===== src/rtl/tv_writer.sv =====
// Full-adder test-vector generator: sweeps {a,b,ci} and writes {a,b,ci,sum,carry}
// vectors into a memory through a valid/ready write port, stopping at PASSES*8 or DEPTH.
module tv_writer #(
  parameter int DEPTH  = 16,
  parameter int ADDR_W = 4,
  parameter int PASSES = 1
) (
  input  logic              clk,
  input  logic              reset,
  input  logic              start,
  input  logic              wr_ready,
  output logic              wr_en,
  output logic [ADDR_W-1:0] wr_addr,
  output logic [4:0]        wr_data,
  output logic              busy,
  output logic              done,
  output logic              truncated,
  output logic [ADDR_W:0]   count
);

  localparam int PASS_W = $clog2(PASSES) + 1;

  typedef enum logic [1:0] {IDLE, WRITE, DONE} state_t;

  state_t              state_q, state_d;
  logic [2:0]          p_q, p_d;
  logic [PASS_W-1:0]   pass_q, pass_d;
  logic [ADDR_W-1:0]   addr_q, addr_d;
  logic [ADDR_W:0]     count_q, count_d;
  logic                trunc_q, trunc_d;

  logic [ADDR_W:0]     countInc;
  logic                hitTotal;
  logic                hitDepth;

  always_ff @(posedge clk) begin
    if (reset) begin
      state_q <= IDLE;
      p_q     <= '0;
      pass_q  <= '0;
      addr_q  <= '0;
      count_q <= '0;
      trunc_q <= 1'b0;
    end else begin
      state_q <= state_d;
      p_q     <= p_d;
      pass_q  <= pass_d;
      addr_q  <= addr_d;
      count_q <= count_d;
      trunc_q <= trunc_d;
    end
  end

  // The pattern is left on the last written value at termination so wr_data keeps showing it in DONE.
  always_comb begin
    state_d  = state_q;
    p_d      = p_q;
    pass_d   = pass_q;
    addr_d   = addr_q;
    count_d  = count_q;
    trunc_d  = trunc_q;
    countInc = count_q + 1'b1;
    hitTotal = (p_q == 3'd7) && (pass_q == PASS_W'(PASSES - 1));
    hitDepth = (32'(countInc) == 32'(DEPTH));
    case (state_q)
      IDLE, DONE: begin
        if (start) begin
          state_d = WRITE;
          p_d     = '0;
          pass_d  = '0;
          addr_d  = '0;
          count_d = '0;
          trunc_d = 1'b0;
        end
      end
      WRITE: begin
        if (wr_ready) begin
          count_d = countInc;
          addr_d  = addr_q + 1'b1;
          if (hitTotal || hitDepth) begin
            state_d = DONE;
            trunc_d = !hitTotal;
          end else begin
            p_d = p_q + 1'b1;
            if (p_q == 3'd7) begin
              pass_d = pass_q + 1'b1;
            end
          end
        end
      end
      default: state_d = IDLE;
    endcase
  end

  assign wr_en     = (state_q == WRITE);
  assign busy      = (state_q == WRITE);
  assign done      = (state_q == DONE);
  assign truncated = trunc_q;
  assign count     = count_q;
  assign wr_addr   = addr_q;
  assign wr_data   = {p_q, ^p_q, (p_q[2] & p_q[1]) | (p_q[2] & p_q[0]) | (p_q[1] & p_q[0])};

endmodule


===== config.mk =====
export PLATFORM = sky130hd
export DESIGN_NAME = tv_writer
export DESIGN_NICKNAME = d
export VERILOG_FILES = /design/src/rtl/tv_writer.sv
export SDC_FILE = /design/constraint.sdc
export NUM_CORES = 1
export LEC_CHECK = 0
export BUFFER_PORTS_ARGS = -buffer_cell sky130_fd_sc_hd__buf_4
export CORE_ASPECT_RATIO = 1.1
export CORE_MARGIN = 4
export CORE_UTILIZATION = 50
export DETAILED_ROUTE_END_ITERATION = 10
export GPL_TIMING_DRIVEN = 0
export PLACE_DENSITY = 0.85
export SLEW_MARGIN = 5
export SYNTH_ARGS = -nofsm -noshare
export SYNTH_HDL_FRONTEND = slang
export SYNTH_SLANG_ARGS = --single-unit

===== constraint.sdc =====
create_clock -name clk -period 3.2 [get_ports clk]
set_input_delay 0.16 -clock clk [delete_from_list [all_inputs] [get_ports clk]]
set_output_delay 0.16 -clock clk [all_outputs]
set_load 0.01 [all_outputs]

==> results of run 1 <==
-- cell usage after synthesis, types with 2 or more instances --
master,instances
dfxtp_1,16
nor2_1,13
nand2_1,12
a21oi_1,6
nand3_1,5
ha_1,4
nor2b_1,4
a31oi_1,3
xor2_1,3
a211oi_1,2
clkbuf_1,2
mux2i_1,2
nand4_1,2
-- metrics by stage --
step	cells	power [uW]	hold WS (ns)	setup WS [ns]
after floorplan	91	238.1	0.2603	1.541
after global placement	128	255.1	0.3650	1.515
after detailed placement	128	256.8	0.3747	1.488
after CTS	132	390.5	0.05656	1.466
after global routing	132	402.1	0.06323	1.405
final	132	386.6	0.06094	1.473
-- flip-flops by register name (all words and copies together) (netlist names) --
signal and flops:
truncated 1, count 5, wr_addr 4, state_q 2, pass_q 1, p_q 3
-- area by class of cell --
class	instances	share of cell area
clock buffer	4	0.03589
inverter	1	0.003713
buffer	4	0.01980
sequential	16	0.3168
multi-input combinational	70	0.4480
tap	16	0.01980
timing repair buffer	21	0.1559
-- logic make-up after synthesis --
kind of cell             synth area share
AND/OR/NAND/NOR                    0.2528
AO/OA/AOI/OAI                      0.1507
flip-flops                         0.4019
buffers and inverters             0.02982
adder cells (fa/ha/maj)           0.08792
XOR/XNOR                          0.03297
multiplexers                      0.04395
-- layer usage --
metal  up-vias  routed length, um
met4         0                 13
met2        33                901
met3         4                162
met5         -                  0
met1       369                710
li1        369                  -
-- placed cells by master (no fill, tap or decap), types with 4 or more instances in the layout --
master | Yosys | layout
nor2b_1 | 4 | 4
nor2_1 | 13 | 13
nand2_1 | 12 | 12
a21oi_1 | 6 | 6
nand3_1 | 5 | 5
dfxtp_1 | 16 | 16
ha_1 | 4 | 4
buf_4 | 1 | 22
-- worst max-delay path, stage by stage (launching register included) --
cell	delay [ns]
dfxtp_1	0.37
ha_1	0.22
ha_1	0.19
nor2b_1	0.16
a311o_2	0.37
mux2_4	0.31
-- worst max-delay path by stage --
stage | endpoint | slack (ns) | depth (start not counted) | startpoint
final | p_q[0] | 1.47 | 5 | p_q[0]
after global routing | p_q[0] | 1.40 | 5 | p_q[0]
after CTS | p_q[0] | 1.47 | 5 | p_q[0]
after detailed placement | p_q[0] | 1.49 | 5 | p_q[0]
after global placement | p_q[0] | 1.52 | 5 | p_q[0]
after floorplan | p_q[0] | 1.54 | 5 | p_q[0]
-- power by group --
group | internal (uW) | leakage, uW | switching (uW) | total, uW
Sequential | 203 | 0.000129 | 5.02 | 208
Clock | 69.3 | 0.0000210 | 65.0 | 134
Combinational | 19.6 | 0.000318 | 25.0 | 44.6
==> flow_metrics.env, run 1 <==
export IMPL_reg2regPathDepth=5
export IMPL_crit_path_end_kind="flip-flop"
export IMPL_path_clk_slew_ns=0.09
export IMPL_antenna_found_initial=0
export IMPL_clkSinkCount=16
export IMPL_rsz0062_at_grt="false"
export IMPL_placed_area_um2=974.7
export IMPL_yosysWarnings=0
export IMPL_ios=22
export IMPL_status="finished clean"
export IMPL_regToRegSetupSlack_ns=1.47
export IMPL_grt_max_degree=11
export IMPL_timing_rr_start="p_q[0]"
export IMPL_clock_latency_ns=0.29
export IMPL_worst_slew_pin_slew_ns=0.4765
export IMPL_r2r_end="p_q[0]"
export IMPL_p_leak_uw=0.0004680
export IMPL_cts_htree_levels=1
export IMPL_setup_viol=0
export IMPL_cts_buffers=3
export IMPL_fin_worst_skew_ns=0.001093
export IMPL_n_fill_cell=122
export IMPL_yosysSeqAreaShare=0.4019
export IMPL_grt_pass1_wl_um=2856
export IMPL_ys_async_sr_fraction=0
export IMPL_final_hold_violation_count=0
export IMPL_hpwl_um=1338
export IMPL_wl_um=1787
export IMPL_crit_fanout=5
export IMPL_gr_usage_met3=0.07273
export IMPL_finish_utilization=0.7038
export IMPL_die_y_um=49.88
export IMPL_area_delta_synth_final_pct=26.84
export IMPL_ff_latch_area_um2=320.3
export IMPL_final_layout_size_suffix_gt1_frac=0.2759
export IMPL_die_w_um=46.07
export IMPL_max_slew_margin=0.6823
export IMPL_synthTopCellsByArea="dfxtp_1 (40%), ha_1 (6.3%), nor2_1 (6.1%)"
export IMPL_ys_flop_type="dfxtp_1"
export IMPL_overflow=0
export IMPL_drv_slew=0
export IMPL_cts_hold_buf=0
export IMPL_grt_met1_usage=0.2040
export IMPL_start_kind="flip-flop"
export IMPL_multi_input_area_um2=452.9
export IMPL_ys_ff_latch=16
export IMPL_hold_depth=2
export IMPL_post_cts_buffers=0
export IMPL_hold_end="state_q[0]"
export IMPL_initial_core_util=0.5549
export IMPL_top_usage_layer="met2"
export IMPL_vias_per_cell=5.871
export IMPL_synthCells=91
export IMPL_globalplace_congestion=0.7377
export IMPL_drc=0
export IMPL_grtUsageMet2=0.2546
export IMPL_holdCritPathClass="in2reg"
export IMPL_required_ns=3.39
export IMPL_arrival_ns=1.91
export IMPL_core_um2=1436
export IMPL_fin_crit_sh=0.5396
export IMPL_postCtsResizedCells=0
export IMPL_finish_instance_area_um2=1011
export IMPL_numPortBuffers=21
export IMPL_synth_edff_count=0
export IMPL_crit_type="reg2reg"
export IMPL_power_density_nw_per_um2=382.4
export IMPL_syn_cell_area_um2=797.0
export IMPL_cts_tree="yes"
export IMPL_synth_area_leader_cell="dfxtp_1"
export IMPL_rows=14
export IMPL_vias=775
export IMPL_ant_nets=0
export IMPL_post_drt_wl_per_cell_um=13.54
export IMPL_insertedDiodeCount=0
export IMPL_drtIter0Drc=17
export IMPL_fin_crit_ns=1.727
export IMPL_yosysTopAreaCellShare=0.4019
export IMPL_dieArea_um2=2297
export IMPL_min_from="wr_ready"
export IMPL_first_pass_iters=4
export IMPL_track_usage=0.1641
export IMPL_ir_worst_vdd_uv=350.2
export IMPL_nNetsFinal=126
export IMPL_max_freq_mhz=579.1
export IMPL_cap_viol_max_count=0
export IMPL_cts_path_max_buffers=2
export IMPL_syn_area_per_cell_um2=8.758
export IMPL_synth_nets=100
export IMPL_grt_pass1_vias=681
export IMPL_tns_ns=0
export IMPL_clockRootBuffer="clkbuf_4"
export IMPL_synth_cell_types=30
No activity file was read; power rests on OpenSTA's default activity.
==> run 2: changes to the inputs <==
--- a/config.mk
+++ b/config.mk
@@ -5,13 +5,14 @@
 export SDC_FILE = /design/constraint.sdc
 export NUM_CORES = 1
 export LEC_CHECK = 0
+export ABC_AREA = 1
 export BUFFER_PORTS_ARGS = -buffer_cell sky130_fd_sc_hd__buf_4
 export CORE_ASPECT_RATIO = 1.1
 export CORE_MARGIN = 4
-export CORE_UTILIZATION = 50
+export CORE_UTILIZATION = 45
 export DETAILED_ROUTE_END_ITERATION = 10
 export GPL_TIMING_DRIVEN = 0
-export PLACE_DENSITY = 0.85
+export PLACE_DENSITY = 0.8
 export SLEW_MARGIN = 5
 export SYNTH_ARGS = -nofsm -noshare
 export SYNTH_HDL_FRONTEND = slang
==> constraint.sdc (replaced) <==
create_clock -name clk -period 1.45 [get_ports clk]
set_input_delay 0.0725 -clock clk [delete_from_list [all_inputs] [get_ports clk]]
set_output_delay 0.0725 -clock clk [all_outputs]
set_load 0.01 [all_outputs]
==> run 2 against run 1 <==
- die area grew 17%
- largest cell class unchanged
- critical path depth grew 3
- non-clock buffer count shrank 2
- worst hold slack lost 0.0063 ns
- critical path type unchanged
- maximum frequency grew 25%
- cell area grew 14%
- critical endpoint is now p_q[1]
- count of clock-buffer cells in the layout is the same
==> flow_metrics.env, run 2 <==
export IMPL_finish_utilization=0.6410
export IMPL_p_leak_uw=0.0005062
export IMPL_clock_latency_ns=0.27
export IMPL_fin_worst_skew_ns=0.004090
export IMPL_synth_edff_count=0
export IMPL_die_w_um=49.76
export IMPL_max_slew_margin=0.7908
export IMPL_synthTopCellsByArea="dfxtp_1 (37%), nand2_1 (10%), a21oi_1 (7.0%)"
export IMPL_crit_path_end_kind="flip-flop"
export IMPL_drc=0
export IMPL_ys_async_sr_fraction=0
export IMPL_setup_viol=0
export IMPL_synth_top_family_by_area="simple AND/OR/NAND/NOR gates"
export IMPL_wl_um=1853
export IMPL_drtIter0Drc=6
export IMPL_tns_ns=0
export IMPL_grt_max_degree=10
export IMPL_grtUsageMet2=0.2643
export IMPL_cts_path_max_buffers=2
export IMPL_grt_pass1_wl_um=3070
export IMPL_holdCritPathClass="in2reg"
export IMPL_top_usage_layer="met2"
export IMPL_grt_met1_usage=0.1757
export IMPL_nNetsFinal=145
export IMPL_max_stage_delay_ns=0.39
export IMPL_start_kind="flip-flop"
export IMPL_status="finished clean"
export IMPL_arrival_ns=1.54
export IMPL_track_usage=0.1453
export IMPL_cts_htree_levels=1
export IMPL_synth_nets=119
export IMPL_insertedDiodeCount=0
export IMPL_yosysTopAreaCellShare=0.3710
export IMPL_synth_common_cells="nand2_1 (23), dfxtp_1 (16), inv_1 (14)"
export IMPL_clockRootBuffer="clkbuf_4"
export IMPL_ir_worst_vdd_uv=467.6
export IMPL_vias_per_cell=5.144
export IMPL_grt_pass1_vias=706
export IMPL_dieArea_um2=2684
export IMPL_vias=787
export IMPL_ys_ff_latch=16
export IMPL_reg2regPathDepth=8
export IMPL_antenna_found_initial=0
export IMPL_cts_buffers=3
export IMPL_hpwl_um=1356
export IMPL_max_freq_mhz=724.7
export IMPL_ys_flop_type="dfxtp_1"
export IMPL_synth_cell_types=26
export IMPL_crit_type="reg2reg"
export IMPL_rsz0062_at_grt="true"
export IMPL_rows=16
export IMPL_initial_core_util=0.4792
export IMPL_min_from="start"
export IMPL_synthCells=110
export IMPL_hold_depth=4
export IMPL_regToRegSetupSlack_ns=0.07
export IMPL_synth_mux_area_fraction=0
export IMPL_first_pass_iters=4
export IMPL_synth_compound_area_frac=0.1362
export IMPL_gr_usage_met3=0.03324
export IMPL_final_common_cell="buf_4"
export IMPL_yosysSeqAreaShare=0.3710
export IMPL_overflow=0
export IMPL_drv_slew=0
export IMPL_globalplace_congestion=0.7730
export IMPL_core_um2=1802
export IMPL_synth_adder_area_share=0.08116
export IMPL_synth_area_leader_cell="dfxtp_1"
export IMPL_worst_slew_pin_slew_ns=0.3127
export IMPL_cts_hold_buf=0
export IMPL_multi_input_area_um2=525.5
export IMPL_ff_latch_area_um2=335.3
export IMPL_cp_startpoint="p_q[0]"
export IMPL_synthSimpleGateAreaFrac=0.3217
export IMPL_syn_cell_area_um2=863.3
export IMPL_cts_tree="yes"
export IMPL_fin_crit_ns=1.380
export IMPL_numPortBuffers=20
export IMPL_clkSinkCount=16
export IMPL_crit_fanout=5
export IMPL_largest_reg_flops=5
export IMPL_cap_viol_max_count=0
export IMPL_hold_end="state_q[1]"
export IMPL_area_delta_synth_final_pct=33.77
export IMPL_yosysWarnings=0
export IMPL_slowest_stage="dfxtp_4"
export IMPL_path_clk_slew_ns=0.10
export IMPL_die_y_um=53.94
export IMPL_synth_most_common_cell="nand2_1"
export IMPL_final_layout_size_suffix_gt1_frac=0.3926
export IMPL_required_ns=1.61
export IMPL_mostFrequentLayoutCells="buf_4 (22), nand2_1 (20), inv_1 (14)"
export IMPL_power_density_nw_per_um2=794.6
export IMPL_timing_rr_start="p_q[0]"
export IMPL_cp_cell_sequence="ha_4, ha_2, inv_1, or2_4, nand3_4, nand2_4, nand2_2, a21oi_2"
export IMPL_ios=22
export IMPL_synthXorXnorAreaFrac=0
export IMPL_r2r_end="p_q[1]"
export IMPL_ant_nets=0
export IMPL_syn_area_per_cell_um2=7.848
export IMPL_post_drt_wl_per_cell_um=12.11
export IMPL_fin_crit_sh=0.9516
export IMPL_n_fill_cell=154
export IMPL_final_hold_violation_count=0
==> run 2: cell count changes in the layout (fill, tap and decap cells not counted), sizes merged, moves of 2 or more <==
cell / previous run / this run
o21ai: 1 / 5
a21oi: 6 / 14
mux2i: 2 / 0
nand3: 5 / 9
nor2b: 4 / 0
nand2: 12 / 27
inv: 1 / 16
xor2: 3 / 0
a31oi: 3 / 0
nor2: 13 / 9
==> run 2: area by class of cell <==
class,count,share of cell area
multi-input combinational,76,0.4550
sequential,16,0.2904
timing repair buffer,21,0.1365
inverter,16,0.05634
clock buffer,4,0.03142
tap,18,0.01950
buffer,2,0.01083
==> run 2: metrics by stage <==
step | instances | total power [uW] | setup WS, ns | area (um2) | hold WS, ns
after floorplan | 110 | 580.8 | 0.06000 | 865.8 | 0.2370
after global placement | 148 | 627.9 | 0.01959 | 1039 | 0.3516
after detailed placement | 148 | 632.4 | -0.007666 | 1039 | 0.3513
after CTS | 152 | 922.8 | 0.0001672 | 1086 | 0.05023
after global routing | 153 | 976.5 | -0.004737 | 1155 | 0.04251
final | 153 | 917.6 | 0.07021 | 1155 | 0.05460
==> run 2: what timing repair did <==
action / CTS / global route
pin swaps: 0 / 4
resized for setup: 5 / 14
buffers inserted: 0 / 1
setup endpoints to repair: 2 / 7
==> run 2: kinds of logic (layout without fill, tap and decap cells) <==
logic type                 after synthesis  in the layout
buffers and inverters                   18             43
AOI/OAI and AO/OA                       21             21
DFF                                     16             16
and+or+nand+nor                         50             50
adders and majority gates                5              5
==> run 2: per-layer routing <==
metal	vias up	part of all wire
li1	408	-
met1	358	0.43
met2	19	0.51
met3	2	0.050
met4	0	0.0070
met5	-	0
==> run 2: worst max-delay path by stage <==
stage	to	slack, ns	depth (start not counted)
floorplan	p_q[1]	0.06	8
global placement	p_q[1]	0.02	8
detailed placement	p_q[1]	-0.008	8
CTS	p_q[1]	0.0002	9
global route	p_q[1]	-0.005	9
finish	p_q[1]	0.07	8
==> run 2: critical path: cells and delay by family (launching register included) <==
| kind | cells | cell delay, ns |
|---|---|---|
| buffers and inverters | 1 | 0.05 |
| DFF | 1 | 0.39 |
| adders and majority gates | 2 | 0.28 |
| AOI/OAI and AO/OA | 1 | 0.05 |
| and+or+nand+nor | 4 | 0.52 |
==> run 2: where the power goes <==
group | switching [uW] | internal, uW | total (uW)
clock network | 134 | 152 | 287
registers | 16.9 | 448 | 464
logic | 99.7 | 66.9 | 167
==> run 3: changes to the inputs <==
--- a/config.mk
+++ b/config.mk
@@ -8,11 +8,12 @@
 export ABC_AREA = 1
 export BUFFER_PORTS_ARGS = -buffer_cell sky130_fd_sc_hd__buf_4
 export CORE_ASPECT_RATIO = 1.1
-export CORE_MARGIN = 4
-export CORE_UTILIZATION = 45
+export CORE_MARGIN = 2
+export CORE_UTILIZATION = 48
+export CTS_BUF_LIST = sky130_fd_sc_hd__clkbuf_8
 export DETAILED_ROUTE_END_ITERATION = 10
 export GPL_TIMING_DRIVEN = 0
-export PLACE_DENSITY = 0.8
+export PLACE_DENSITY = 0.84
 export SLEW_MARGIN = 5
 export SYNTH_ARGS = -nofsm -noshare
 export SYNTH_HDL_FRONTEND = slang
==> run 3 against run 2 <==
- setup slack improved by 0.023 ns
- maximum frequency increased by 1.7%
- die area decreased by 20%
- critical endpoint unchanged
==> flow_metrics.env, run 3 (synthesis results as in run 2) <==
export IMPL_worst_slew_pin_slew_ns=0.2777
export IMPL_rows=16
export IMPL_internal_power_uw=697.1
export IMPL_required_ns=1.62
export IMPL_ir_worst_vdd_uv=549.6
export IMPL_core_um2=1742
export IMPL_globalplace_congestion=0.7687
export IMPL_fin_crit_ns=1.356
export IMPL_hold_slack_ns=0.09576
export IMPL_p_leak_uw=0.0005038
export IMPL_cts_hold_buf=0
export IMPL_p_sw_frac=0.2576
export IMPL_antenna_found_initial=0
export IMPL_grt_pass1_vias=719
export IMPL_wl_um=1725
export IMPL_dieArea_um2=2154
export IMPL_drv_slew=0
export IMPL_post_cts_buffers=0
export IMPL_overflow=0
export IMPL_clkPwrFrac=0.338
export IMPL_initial_core_util=0.4957
export IMPL_cts_htree_levels=1
export IMPL_max_freq_mhz=737.2
export IMPL_max_slew_margin=0.8142
export IMPL_finish_instance_area_um2=1110
export IMPL_insertedDiodeCount=0
export IMPL_final_layout_size_suffix_gt1_frac=0.3308
export IMPL_start_kind="flip-flop"
export IMPL_grt_pass1_wl_um=2884
export IMPL_cp_cell_sequence="ha_1, ha_1, inv_1, or2_4, nand3_4, nand3_1, a21oi_2"
export IMPL_die_y_um=48.48
export IMPL_placed_area_um2=1039
export IMPL_ios=22
export IMPL_seqPwrFrac=0.496
export IMPL_pwr_share_comb=0.166
export IMPL_cts_tree="yes"
export IMPL_max_stage_delay_ns=0.37
export IMPL_hpwl_um=1319
export IMPL_power_density_nw_per_um2=846.0
export IMPL_cpLargestDelayFamily="simple AND/OR/NAND/NOR gates"
export IMPL_drtIter0Drc=8
export IMPL_ant_nets=0
export IMPL_cts_path_max_buffers=2
export IMPL_p_sw_uw=241.8
export IMPL_final_hold_violation_count=0
export IMPL_fin_worst_skew_ns=0.003281
export IMPL_arrival_ns=1.53
export IMPL_path_buf_inv=1
export IMPL_largest_reg_flops=5
export IMPL_die_w_um=44.44
export IMPL_grt_max_degree=10
export IMPL_cap_viol_max_count=0
export IMPL_holdCritPathClass="in2reg"
export IMPL_area_delta_synth_final_pct=28.55
export IMPL_final_cells=151
export IMPL_vias=790
export IMPL_n_fill_cell=159
export IMPL_fin_crit_sh=0.9355
export IMPL_first_pass_iters=3
export IMPL_clkSinkCount=16
export IMPL_final_common_cell="nand2_1"
export IMPL_numPortBuffers=20
export IMPL_setup_viol=0
export IMPL_tns_ns=0
export IMPL_crit_path_end_kind="flip-flop"
export IMPL_fin_total_pwr_uw=938.9
export IMPL_cts_buffers=3
export IMPL_crit_type="reg2reg"
export IMPL_vias_per_cell=5.232
export IMPL_slowest_stage="dfxtp_4"
export IMPL_post_drt_wl_per_cell_um=11.42
export IMPL_path_clk_slew_ns=0.06
export IMPL_status="finished clean"
export IMPL_nNetsFinal=144
export IMPL_track_usage=0.1755
export IMPL_clock_latency_ns=0.24
export IMPL_crit_top_cell="ha_1"
export IMPL_mostFrequentLayoutCells="nand2_1 (23), buf_4 (21), inv_1 (14)"
export IMPL_dp_cells=148
export IMPL_clockRootBuffer="clkbuf_8"
export IMPL_crit_fanout=5
export IMPL_drc=0
[run 3: worst register-to-register path, cell delays in order, from the launching register on]
cell     delay (ns)
dfxtp_4        0.37
ha_1           0.15
ha_1           0.14
inv_1          0.05
or2_4          0.25
nand3_4        0.11
nand3_1        0.09
a21oi_2        0.14
[run 3: layout make-up]
type                            instances  area [um2]  share of cell area
Timing Repair Buffer                   20       150.1              0.1353
Buffer                                  2       12.51             0.01127
Clock buffer                            3       41.29             0.03720
Multi-Input combinational cell         76       488.0              0.4397
Tap cell                               18       22.52             0.02029
Inverter                               16       65.06             0.05862
Sequential cell                        16       330.3              0.2976
[run 3: worst paths after layout]
check        cells after the start        from  slack (ns)         end
max                              7      p_q[0]        0.09      p_q[1]
min                              4       start         0.1  state_q[1]
max reg2reg                      7      p_q[0]        0.09      p_q[1]
min reg2reg                      1  wr_addr[3]        0.45  wr_addr[3]
[run 3: per-stage QoR]
step             util  worst slack [ns]
2_1_floorplan       -           0.06000
3_3_place_gp   0.5963           0.02186
3_5_place_dp   0.5963          0.006831
4_1_cts        0.6257          0.006580
5_1_grt        0.6372         -0.005765
6_report       0.6372           0.09354
[run 3: power groups by stage]
stage	sequential [uW]	combinational, uW	clock [uW]
2_1_floorplan	477	104	0
3_3_place_gp	475	152	0
3_5_place_dp	475	156	0
4_1_cts	464	157	330
5_1_grt	468	172	351
6_report	466	155	318
[run 3: repair_timing]
action,in CTS,in global routing
endpoints found under the setup margin,3,7
pin swaps,0,0
resized for setup,4,4
[run 3: layer usage]
layer  vias to the layer above  GRT usage  part of all wire
met5                         -          0                 0
met3                         2    0.03731             0.056
met2                        18     0.2819              0.50
met4                         0    0.09091            0.0052
met1                       363     0.2146              0.43
li1                        407          -                 -
